===== src/rtl/product_unpack_fifo_pkg.sv =====
// Shared product-word definitions used by the unpack FIFO and the product register.
// The packed layout puts y in the upper nibble and x in the lower byte.
package product_unpack_fifo_pkg;

  localparam int X_W = 8;
  localparam int Y_W = 4;
  localparam int P_W = X_W + Y_W;

  localparam logic [X_W-1:0] INIT_X_DEF = 8'hde;
  localparam logic [Y_W-1:0] INIT_Y_DEF = 4'ha;

  typedef struct packed {
    logic [Y_W-1:0] y;
    logic [X_W-1:0] x;
  } product_t;

  // The cast is the whole unpack: fields fall out of the bit positions.
  function automatic product_t unpack_word(logic [P_W-1:0] word);
    return product_t'(word);
  endfunction

endpackage


===== src/rtl/product_unpack_fifo_if.sv =====
// Producer/consumer bundle for the product unpack FIFO.
// The slave side is the FIFO; the master side is whoever drives it.
interface product_unpack_fifo_if
  import product_unpack_fifo_pkg::*;
#(
  parameter int DEPTH = 4
);

  localparam int CW = $clog2(DEPTH) + 1;

  logic [P_W-1:0] I;
  logic           I_valid;
  logic           I_ready;
  logic [X_W-1:0] O_x;
  logic [Y_W-1:0] O_y;
  logic           O_valid;
  logic           O_ready;
  logic [CW-1:0]  COUNT;

  modport slave (
    input  I, I_valid, O_ready,
    output I_ready, O_x, O_y, O_valid, COUNT
  );

  modport master (
    output I, I_valid, O_ready,
    input  I_ready, O_x, O_y, O_valid, COUNT
  );

endinterface


===== src/rtl/fifo_mem_p12.sv =====
// DEPTH x 12 storage: one synchronous write port, one asynchronous read port.
module fifo_mem_p12
  import product_unpack_fifo_pkg::*;
#(
  parameter int DEPTH = 4,
  localparam int AW = $clog2(DEPTH)
) (
  input  logic          clk,
  input  logic          we,
  input  logic [AW-1:0] waddr,
  input  product_t      wdata,
  input  logic [AW-1:0] raddr,
  output product_t      rdata
);

  product_t mem [DEPTH];

  // NOTE: storage has no reset; occupancy lives in the controller, so stale words are never observed.
  always_ff @(posedge clk) begin
    if (we) mem[waddr] <= wdata;
  end

  assign rdata = mem[raddr];

endmodule


===== src/rtl/product_unpack_fifo.sv =====
// FIFO of packed product words that presents the head entry split into x/y fields.
// When empty, the outputs hold the last popped entry (or the init values after reset).
module product_unpack_fifo
  import product_unpack_fifo_pkg::*;
#(
  parameter int             DEPTH  = 4,
  parameter logic [X_W-1:0] INIT_X = INIT_X_DEF,
  parameter logic [Y_W-1:0] INIT_Y = INIT_Y_DEF
) (
  input  logic               CLK,
  input  logic               RESET,
  product_unpack_fifo_if.slave bus
);

  localparam int AW = $clog2(DEPTH);
  localparam int CW = AW + 1;

  logic [AW-1:0] wptr;
  logic [AW-1:0] rptr;
  logic [CW-1:0] count;
  logic [CW-1:0] count_next;
  logic          in_ready;
  logic          out_valid;
  product_t      hold;
  product_t      head;
  product_t      rdata;
  logic          push;
  logic          pop;

  // Reset wins over any handshake on the same edge, including the storage write.
  assign push = bus.I_valid && in_ready && !RESET;
  assign pop  = out_valid && bus.O_ready && !RESET;

  fifo_mem_p12 #(
    .DEPTH (DEPTH)
  ) u_mem (
    .clk   (CLK),
    .we    (push),
    .waddr (wptr),
    .wdata (unpack_word(bus.I)),
    .raddr (rptr),
    .rdata (rdata)
  );

  assign head = rdata;

  // NOTE: give every always_comb output a default first so no path leaves it unassigned (latch).
  always_comb begin
    count_next = count;
    unique case ({push, pop})
      2'b10:   count_next = count + CW'(1);
      2'b01:   count_next = count - CW'(1);
      default: count_next = count;
    endcase
  end

  // Flags are computed from the next occupancy so they are registered yet exact.
  // NOTE: sequential state uses non-blocking assignments so every register samples pre-edge values.
  always_ff @(posedge CLK) begin
    if (RESET) begin
      wptr      <= '0;
      rptr      <= '0;
      count     <= '0;
      in_ready  <= 1'b1;
      out_valid <= 1'b0;
      hold      <= '{y: INIT_Y, x: INIT_X};
    end else begin
      if (push) wptr <= wptr + AW'(1);
      if (pop) begin
        rptr <= rptr + AW'(1);
        hold <= head;
      end
      count     <= count_next;
      in_ready  <= (count_next < CW'(DEPTH));
      out_valid <= (count_next != '0);
    end
  end

  assign bus.O_x     = out_valid ? head.x : hold.x;
  assign bus.O_y     = out_valid ? head.y : hold.y;
  assign bus.O_valid = out_valid;
  assign bus.I_ready = in_ready;
  assign bus.COUNT   = count;

endmodule


===== src/flat_wrapper.sv =====
// flat-port wrapper written by rule: the top's interface ports become plain ports
module product_unpack_fifo_flat import product_unpack_fifo_pkg::*;
#(
  parameter int             DEPTH  = 4,
  parameter logic [X_W-1:0] INIT_X = INIT_X_DEF,
  parameter logic [Y_W-1:0] INIT_Y = INIT_Y_DEF
)
  (CLK, RESET, bus_I, bus_I_valid, bus_O_ready, bus_I_ready, bus_O_x, bus_O_y, bus_O_valid, bus_COUNT);
  product_unpack_fifo_if #(.DEPTH(DEPTH)) bus_i ();
  input  logic CLK;
  input  logic RESET;
  input wire logic [$bits(bus_i.I)-1:0] bus_I;
  input wire logic [$bits(bus_i.I_valid)-1:0] bus_I_valid;
  input wire logic [$bits(bus_i.O_ready)-1:0] bus_O_ready;
  output wire logic [$bits(bus_i.I_ready)-1:0] bus_I_ready;
  output wire logic [$bits(bus_i.O_x)-1:0] bus_O_x;
  output wire logic [$bits(bus_i.O_y)-1:0] bus_O_y;
  output wire logic [$bits(bus_i.O_valid)-1:0] bus_O_valid;
  output wire logic [$bits(bus_i.COUNT)-1:0] bus_COUNT;
  assign bus_i.I = bus_I;
  assign bus_i.I_valid = bus_I_valid;
  assign bus_i.O_ready = bus_O_ready;
  assign bus_I_ready = bus_i.I_ready;
  assign bus_O_x = bus_i.O_x;
  assign bus_O_y = bus_i.O_y;
  assign bus_O_valid = bus_i.O_valid;
  assign bus_COUNT = bus_i.COUNT;
  product_unpack_fifo #(.DEPTH(DEPTH), .INIT_X(INIT_X), .INIT_Y(INIT_Y)) u_core (.CLK(CLK), .RESET(RESET), .bus(bus_i));
endmodule

===== config.mk =====
export PLATFORM = sky130hd
export DESIGN_NAME = product_unpack_fifo_flat
export DESIGN_NICKNAME = d
export VERILOG_FILES = /design/src/rtl/product_unpack_fifo_pkg.sv /design/src/rtl/product_unpack_fifo_if.sv /design/src/rtl/fifo_mem_p12.sv /design/src/rtl/product_unpack_fifo.sv /design/src/flat_wrapper.sv
export SDC_FILE = /design/constraint.sdc
export NUM_CORES = 1
export LEC_CHECK = 0
export ABC_CLOCK_PERIOD_IN_PS = 2700
export CORE_ASPECT_RATIO = 2
export CORE_UTILIZATION = 35
export CTS_BUF_LIST = sky130_fd_sc_hd__clkbuf_8
export CTS_CLUSTER_SIZE = 24
export DETAILED_ROUTE_END_ITERATION = 12
export GPL_ROUTABILITY_DRIVEN = 0
export PLACE_DENSITY = 0.61
export SLEW_MARGIN = 10
export SYNTH_ARGS = -nofsm -noshare
export SYNTH_HDL_FRONTEND = slang
export SYNTH_HIERARCHICAL = 1
export SYNTH_SLANG_ARGS = --single-unit

===== constraint.sdc =====
create_clock -name CLK -period 2.7 [get_ports CLK]
set_input_delay 0.54 -clock CLK [delete_from_list [all_inputs] [get_ports CLK]]
set_output_delay 0.54 -clock CLK [all_outputs]
set_load 0.02 [all_outputs]

==> flow_metrics.env, run 1 <==
export IMPL_slew_headroom_pct=72.7
export IMPL_power_w=0.00252
export IMPL_wire_per_inst_um=15.5
export IMPL_worst_path_buf_inv=2
export IMPL_rows=45
export IMPL_worstHoldPathCells=2
export IMPL_clock_path_buffers=2
export IMPL_ys_top_cells_by_area="edfxtp_1, dfxtp_1, mux4_2, mux2_2, nand3_1"
export IMPL_maxCapViolations=0
export IMPL_post_route_drc_count=0
export IMPL_dieArea_um2=8140
export IMPL_detail_route_vias_per_cell=4.93
export IMPL_io_buffers=32
export IMPL_final_common_cell="edfxtp_1"
export IMPL_overflow=0
export IMPL_path_delay_family="multiplexers"
export IMPL_grt_max_degree=27
export IMPL_syn_area_per_cell_um2=15.9
export IMPL_post_cts_buffers=0
export IMPL_finalSetupViolCount=0
export IMPL_syn_area_um2=2720
export IMPL_crit_type="reg2out"
export IMPL_r2r_cells=8
export IMPL_grt_pass1_wl_um=7900
export IMPL_syn_num_nets=189
export IMPL_hold_worst_slack_ns=0.451
export IMPL_final_cell_mix="edfxtp_1, nand3_1, dfxtp_1"
export IMPL_reg2reg_slack_ns=0.63
export IMPL_dr_pass1_iters=4
export IMPL_status="complete, no violations"
export IMPL_required_ns=2.16
export IMPL_synth_edf_count=48
export IMPL_num_antenna_cells=0
export IMPL_vias=1583
export IMPL_cts_tree="done"
export IMPL_synth_top_flop_cell="edfxtp_1"
export IMPL_num_io_pins=33
export IMPL_ant_nets=0
export IMPL_cts_buffers=9
export IMPL_start_util_pct=36.0
export IMPL_grtUsageMet3_pct=3.51
export IMPL_grtUsageTotal_pct=13.8
export IMPL_min_period_ns=2.61
export IMPL_cts_root_buf="clkbuf_8"
export IMPL_min_path_type="reg2reg"
export IMPL_postLayoutCoreUtil_pct=44.6
export IMPL_drive_gt1_share_pct=22.5
export IMPL_clock_latency_ns=0.34
export IMPL_met1_usage_pct=13.3
export IMPL_yosysUniqueCellTypes=29
export IMPL_synth_async_reset_ratio_pct=0
export IMPL_cpPeakStageDelay_ns=0.60
export IMPL_clk_pin_slew_ns=0.06
export IMPL_leakage_nw=1.23
export IMPL_cts_sinks=69
export IMPL_synth_cells=171
export IMPL_power_density_nw_per_um2=747
export IMPL_fmax_mhz=383
export IMPL_finalMaxSlewViolations=0
export IMPL_grt_busiest_layer="met2"
export IMPL_synth_warnings=6
export IMPL_nNetsFinal=240
export IMPL_fin_setup_tns_ns=0
export IMPL_r2r_start="u_core/bus.O_valid"
export IMPL_worstHoldEndpoint="u_core/hold[10]"
export IMPL_fillerInstances=720
export IMPL_die_y_um=127
export IMPL_antenna_found_initial=0
export IMPL_timing_rr_end="u_core/bus.O_valid"
export IMPL_timing_final_hold_violations=0
export IMPL_tightest_slew_ns=0.406
export IMPL_wl_um=4980
export IMPL_worstSetupEndpointType="primary output"
export IMPL_yosysTopAreaCell="edfxtp_1"
export IMPL_synth_seq_cells=69
export IMPL_htreeDepth=3
export IMPL_core_um2=7540
export IMPL_path_max_fanout=3
export IMPL_peakVddDrop_uv=321
export IMPL_grt_pass1_vias=1582
export IMPL_grt_use_met2_pct=24.8
export IMPL_die_w_um=64.3
export IMPL_worst_ep_arrival_time_ns=2.07
export IMPL_dp_hpwl_um=3570
export IMPL_crit_chain="buf_4, mux4_1, mux2_2, dlygate4sd2_1"
export IMPL_timing_final_crit_share_pct=96.7
export IMPL_yosysTopAreaCellShare_pct=53.1
export IMPL_skew_ns=0.00609
export IMPL_drt_iter0_drc=81
export IMPL_startpoint_type="flop"
export IMPL_min_from="u_core/hold[10]"
export IMPL_cp_slowest_cell="mux4_1"
export IMPL_rsz0062_at_grt="no"
export IMPL_ys_seq_area_share_pct=68.6
export IMPL_area_delta_synth_final_pct=24.0
cell type report:
class	count	area [um^2]	area share, %
Clock inverter	7	28.8	0.855
Tap cell	94	118	3.49
Timing Repair Buffer	48	425	12.6
Clock buffer	9	124	3.68
Multi-Input combinational cell	89	791	23.5
Sequential cell	69	1860	55.3
Inverter	5	18.8	0.557
registers in the layout, indices dropped and copies added (netlist names):
| name | cells |
|---|---|
| u_core/bus.COUNT | 3 |
| u_core/bus.I_ready | 1 |
| u_core/bus.O_valid | 1 |
| u_core/hold | 12 |
| u_core/rptr | 2 |
| u_core/u_mem/mem | 48 |
| u_core/wptr | 2 |
cells in the mapped netlist (2+ instances only):
| cell type | number |
|---|---|
| mux4_2 | 10 |
| dfxtp_1 | 21 |
| nor2_1 | 7 |
| nand3_1 | 21 |
| inv_1 | 4 |
| and3b_1 | 2 |
| mux2_2 | 12 |
| nand2_1 | 13 |
| buf_2 | 5 |
| xor2_1 | 6 |
| a21oi_1 | 4 |
| mux4_1 | 2 |
| edfxtp_1 | 48 |
worst register-to-register path: cells and delay by family (launching register included):
family / cells / cell delay (ns)
flip-flops: 1 / 0.36
AO/OA/AOI/OAI: 1 / 0.22
buffers and inverters: 1 / 0.05
AND/OR/NAND/NOR: 3 / 0.62
adder cells (fa/ha/maj): 2 / 0.53
XOR/XNOR: 1 / 0.16
report_power, final:
group	switching, W	total (W)	internal, W
Clock	0.000346	0.000659	0.000313
Combinational	0.000325	0.000624	0.000299
Sequential	0.0000330	0.00123	0.00120
timing repair:
item | CTS | global route
setup endpoints to repair | 12 | 0
hold buffers | 0 | 0
endpoints found under the hold margin | 0 | 0
resized for setup | 12 | 0
through the flow:
step / setup slack, ns / cells / cell area [um^2]
detailed placement: -0.0886 / 305 / 3230
floorplan: 0.151 / 171 / 2720
CTS: 0.0418 / 321 / 3370
global placement: -0.0490 / 305 / 3230
global route: 0.0123 / 321 / 3370
finish: 0.0887 / 321 / 3370
worst max path at each step:
stage	startpoint	to	slack, ns	depth (start not counted)
after CTS	u_core/rptr[0]	bus_O_x[0]	0.04	4
final	u_core/rptr[0]	bus_O_x[0]	0.09	4
after global placement	RESET	u_core/bus.O_valid	-0.05	8
after floorplan	u_core/bus.O_valid	u_core/bus.O_valid	0.15	10
after detailed placement	RESET	u_core/bus.O_valid	-0.09	8
after global routing	u_core/rptr[0]	bus_O_x[0]	0.01	4
metal layers:
layer,vias to the layer above,share of wire [%]
met5,-,0
met2,35,58
li1,748,-
met1,789,36
met4,0,2.8
met3,11,3.2
kinds of logic (layout without fill, tap and decap cells):
logic type / after synthesis / count (layout) / share of synthesized area, %
and+or+nand+nor: 51 / 51 / 9.40
DFF: 69 / 69 / 68.6
muxes: 24 / 24 / 15.2
xor gates and xnor gates: 6 / 6 / 1.94
adders and majority gates: 2 / 2 / 1.20
buffers and inverters: 13 / 69 / 2.30
AOI/OAI and AO/OA: 6 / 6 / 1.38
Note: power is estimated with default switching activity, not from simulation.
==> inputs of run 2 (changes only) <==
--- a/config.mk
+++ b/config.mk
@@ -5,7 +5,8 @@
 export SDC_FILE = /design/constraint.sdc
 export NUM_CORES = 1
 export LEC_CHECK = 0
-export ABC_CLOCK_PERIOD_IN_PS = 2700
+export ABC_CLOCK_PERIOD_IN_PS = 2610
+export CAP_MARGIN = 0
 export CORE_ASPECT_RATIO = 2
 export CORE_UTILIZATION = 35
 export CTS_BUF_LIST = sky130_fd_sc_hd__clkbuf_8
==> constraint.sdc (replaced) <==
create_clock -name CLK -period 2.61 [get_ports CLK]
set_input_delay 0.522 -clock CLK [delete_from_list [all_inputs] [get_ports CLK]]
set_output_delay 0.522 -clock CLK [all_outputs]
set_load 0.02 [all_outputs]
==> flow_metrics.env, run 2 (synthesized netlist as in run 1, its figures left out) <==
export IMPL_status="complete, no violations"
export IMPL_cts_tree="done"
export IMPL_min_path_type="reg2reg"
export IMPL_dp_hpwl_um=3400
export IMPL_peakVddDrop_uv=291
export IMPL_leakage_nw=1.25
export IMPL_nNetsFinal=240
export IMPL_rsz0062_at_grt="no"
export IMPL_timing_final_crit_share_pct=95.5
export IMPL_post_cts_buffers=0
export IMPL_clock_latency_ns=0.33
export IMPL_grt_pass1_vias=1587
export IMPL_die_y_um=127
export IMPL_vias=1566
export IMPL_grt_pass1_wl_um=8010
export IMPL_detail_route_vias_per_cell=4.88
export IMPL_post_route_drc_count=0
export IMPL_area_delta_synth_final_pct=27.1
export IMPL_place_area_um2=3240
export IMPL_fmax_mhz=401
export IMPL_finalSetupViolCount=0
export IMPL_dr_pass1_iters=4
export IMPL_required_ns=2.09
export IMPL_cts_root_buf="clkbuf_8"
export IMPL_worst_ep_arrival_time_ns=1.97
export IMPL_timing_final_hold_violations=0
export IMPL_ant_nets=0
export IMPL_fin_area_um2=3450
export IMPL_holdBufCountCts=0
export IMPL_path_max_fanout=11
export IMPL_core_um2=7540
export IMPL_num_io_pins=33
export IMPL_startpoint_type="flop"
export IMPL_dieArea_um2=8140
export IMPL_min_period_ns=2.49
export IMPL_wire_per_inst_um=15.2
export IMPL_top_register="u_core/u_mem/mem"
export IMPL_grt_max_degree=27
export IMPL_final_common_cell="edfxtp_1"
export IMPL_clock_path_buffers=2
export IMPL_start_util_pct=36.0
export IMPL_power_density_nw_per_um2=846
export IMPL_fin_ws_ns=0.117
export IMPL_io_buffers=32
export IMPL_rows=45
export IMPL_grtUsageTotal_pct=13.6
export IMPL_num_antenna_cells=0
export IMPL_crit_chain="buf_12, mux4_2, mux2_2, dlygate4sd2_1"
export IMPL_wl_um=4870
export IMPL_cts_buffers=9
export IMPL_worstSetupEndpointType="primary output"
export IMPL_post_place_ws_ns=-0.148
export IMPL_skew_ns=0.00737
export IMPL_cpPeakStageDelay_ns=0.54
export IMPL_crit_type="reg2out"
export IMPL_drt_iter0_drc=74
export IMPL_tightest_slew_ns=0.318
export IMPL_largest_reg_flops=48
export IMPL_finalMaxSlewViolations=0
export IMPL_antenna_found_initial=0
export IMPL_htreeDepth=3
export IMPL_cts_sinks=69
export IMPL_die_w_um=64.3
export IMPL_overflow=0
export IMPL_cp_slowest_cell="mux4_2"
export IMPL_maxCapViolations=0
export IMPL_drive_gt1_share_pct=24.7
export IMPL_slew_headroom_pct=78.6
export IMPL_final_cell_mix="edfxtp_1, nand3_1, clkdlybuf4s50_1, dfxtp_1, buf_4"
export IMPL_clk_pin_slew_ns=0.06
## run 2: cell type report
type                            instances  area, um^2
Tap cell                               94         118
Timing Repair Buffer                   48         438
Clock inverter                          7         106
Multi-Input combinational cell         89         783
Sequential cell                        69        1860
Inverter                                5        18.8
Clock buffer                            9         124
Fill cell                             715        4090
## run 2: path summary, 6_finish.rpt
kind	from	end	slack (ns)	cells after the start
setup / recovery	u_core/rptr[0]	bus_O_y[3]	0.12	4
hold / removal	u_core/hold[8]	u_core/hold[8]	0.45	2
setup reg to reg	u_core/bus.O_valid	u_core/bus.O_valid	0.57	8
hold reg to reg	u_core/hold[8]	u_core/hold[8]	0.45	2
## run 2: critical path, delay by kind of cell, from the launching register on
kind,cells,cell delay [ns]
buf+inv,2,0.47
flops,1,0.35
mux,2,0.81
## run 2: repair_timing
item	4_1_cts	5_1_grt
setup endpoints to repair	12	2
cloned	0	0
hold endpoints to repair	0	0
gates resized for setup	13	2
## run 2: per-layer routing
| metal | GRT usage [%] | part of all wire (%) |
|---|---|---|
| met2 | 23.3 | 55 |
| met1 | 14.9 | 40 |
| met3 | 2.79 | 2.6 |
| met4 | 9.02 | 2.2 |
| met5 | 0 | 0 |
## run 2: where the power goes
group / internal [W] / total, W / switching [W]
clock network: 0.000623 / 0.000994 / 0.000371
logic: 0.000315 / 0.000649 / 0.000333
registers: 0.00124 / 0.00128 / 0.0000353
## run 2: stage by stage
| stage | TNS (ns) | util, % | hold slack, ns | std cells | total power, W |
|---|---|---|---|---|---|
| 2_1_floorplan | 0 | - | 0.434 | 171 | 0.00173 |
| 3_3_place_gp | -0.193 | 43.0 | 0.441 | 305 | 0.00200 |
| 3_5_place_dp | -0.249 | 43.0 | 0.444 | 305 | 0.00200 |
| 4_1_cts | 0 | 45.8 | 0.453 | 321 | 0.00296 |
| 5_1_grt | 0 | 45.7 | 0.475 | 321 | 0.00306 |
| 6_report | 0 | 45.7 | 0.450 | 321 | 0.00292 |
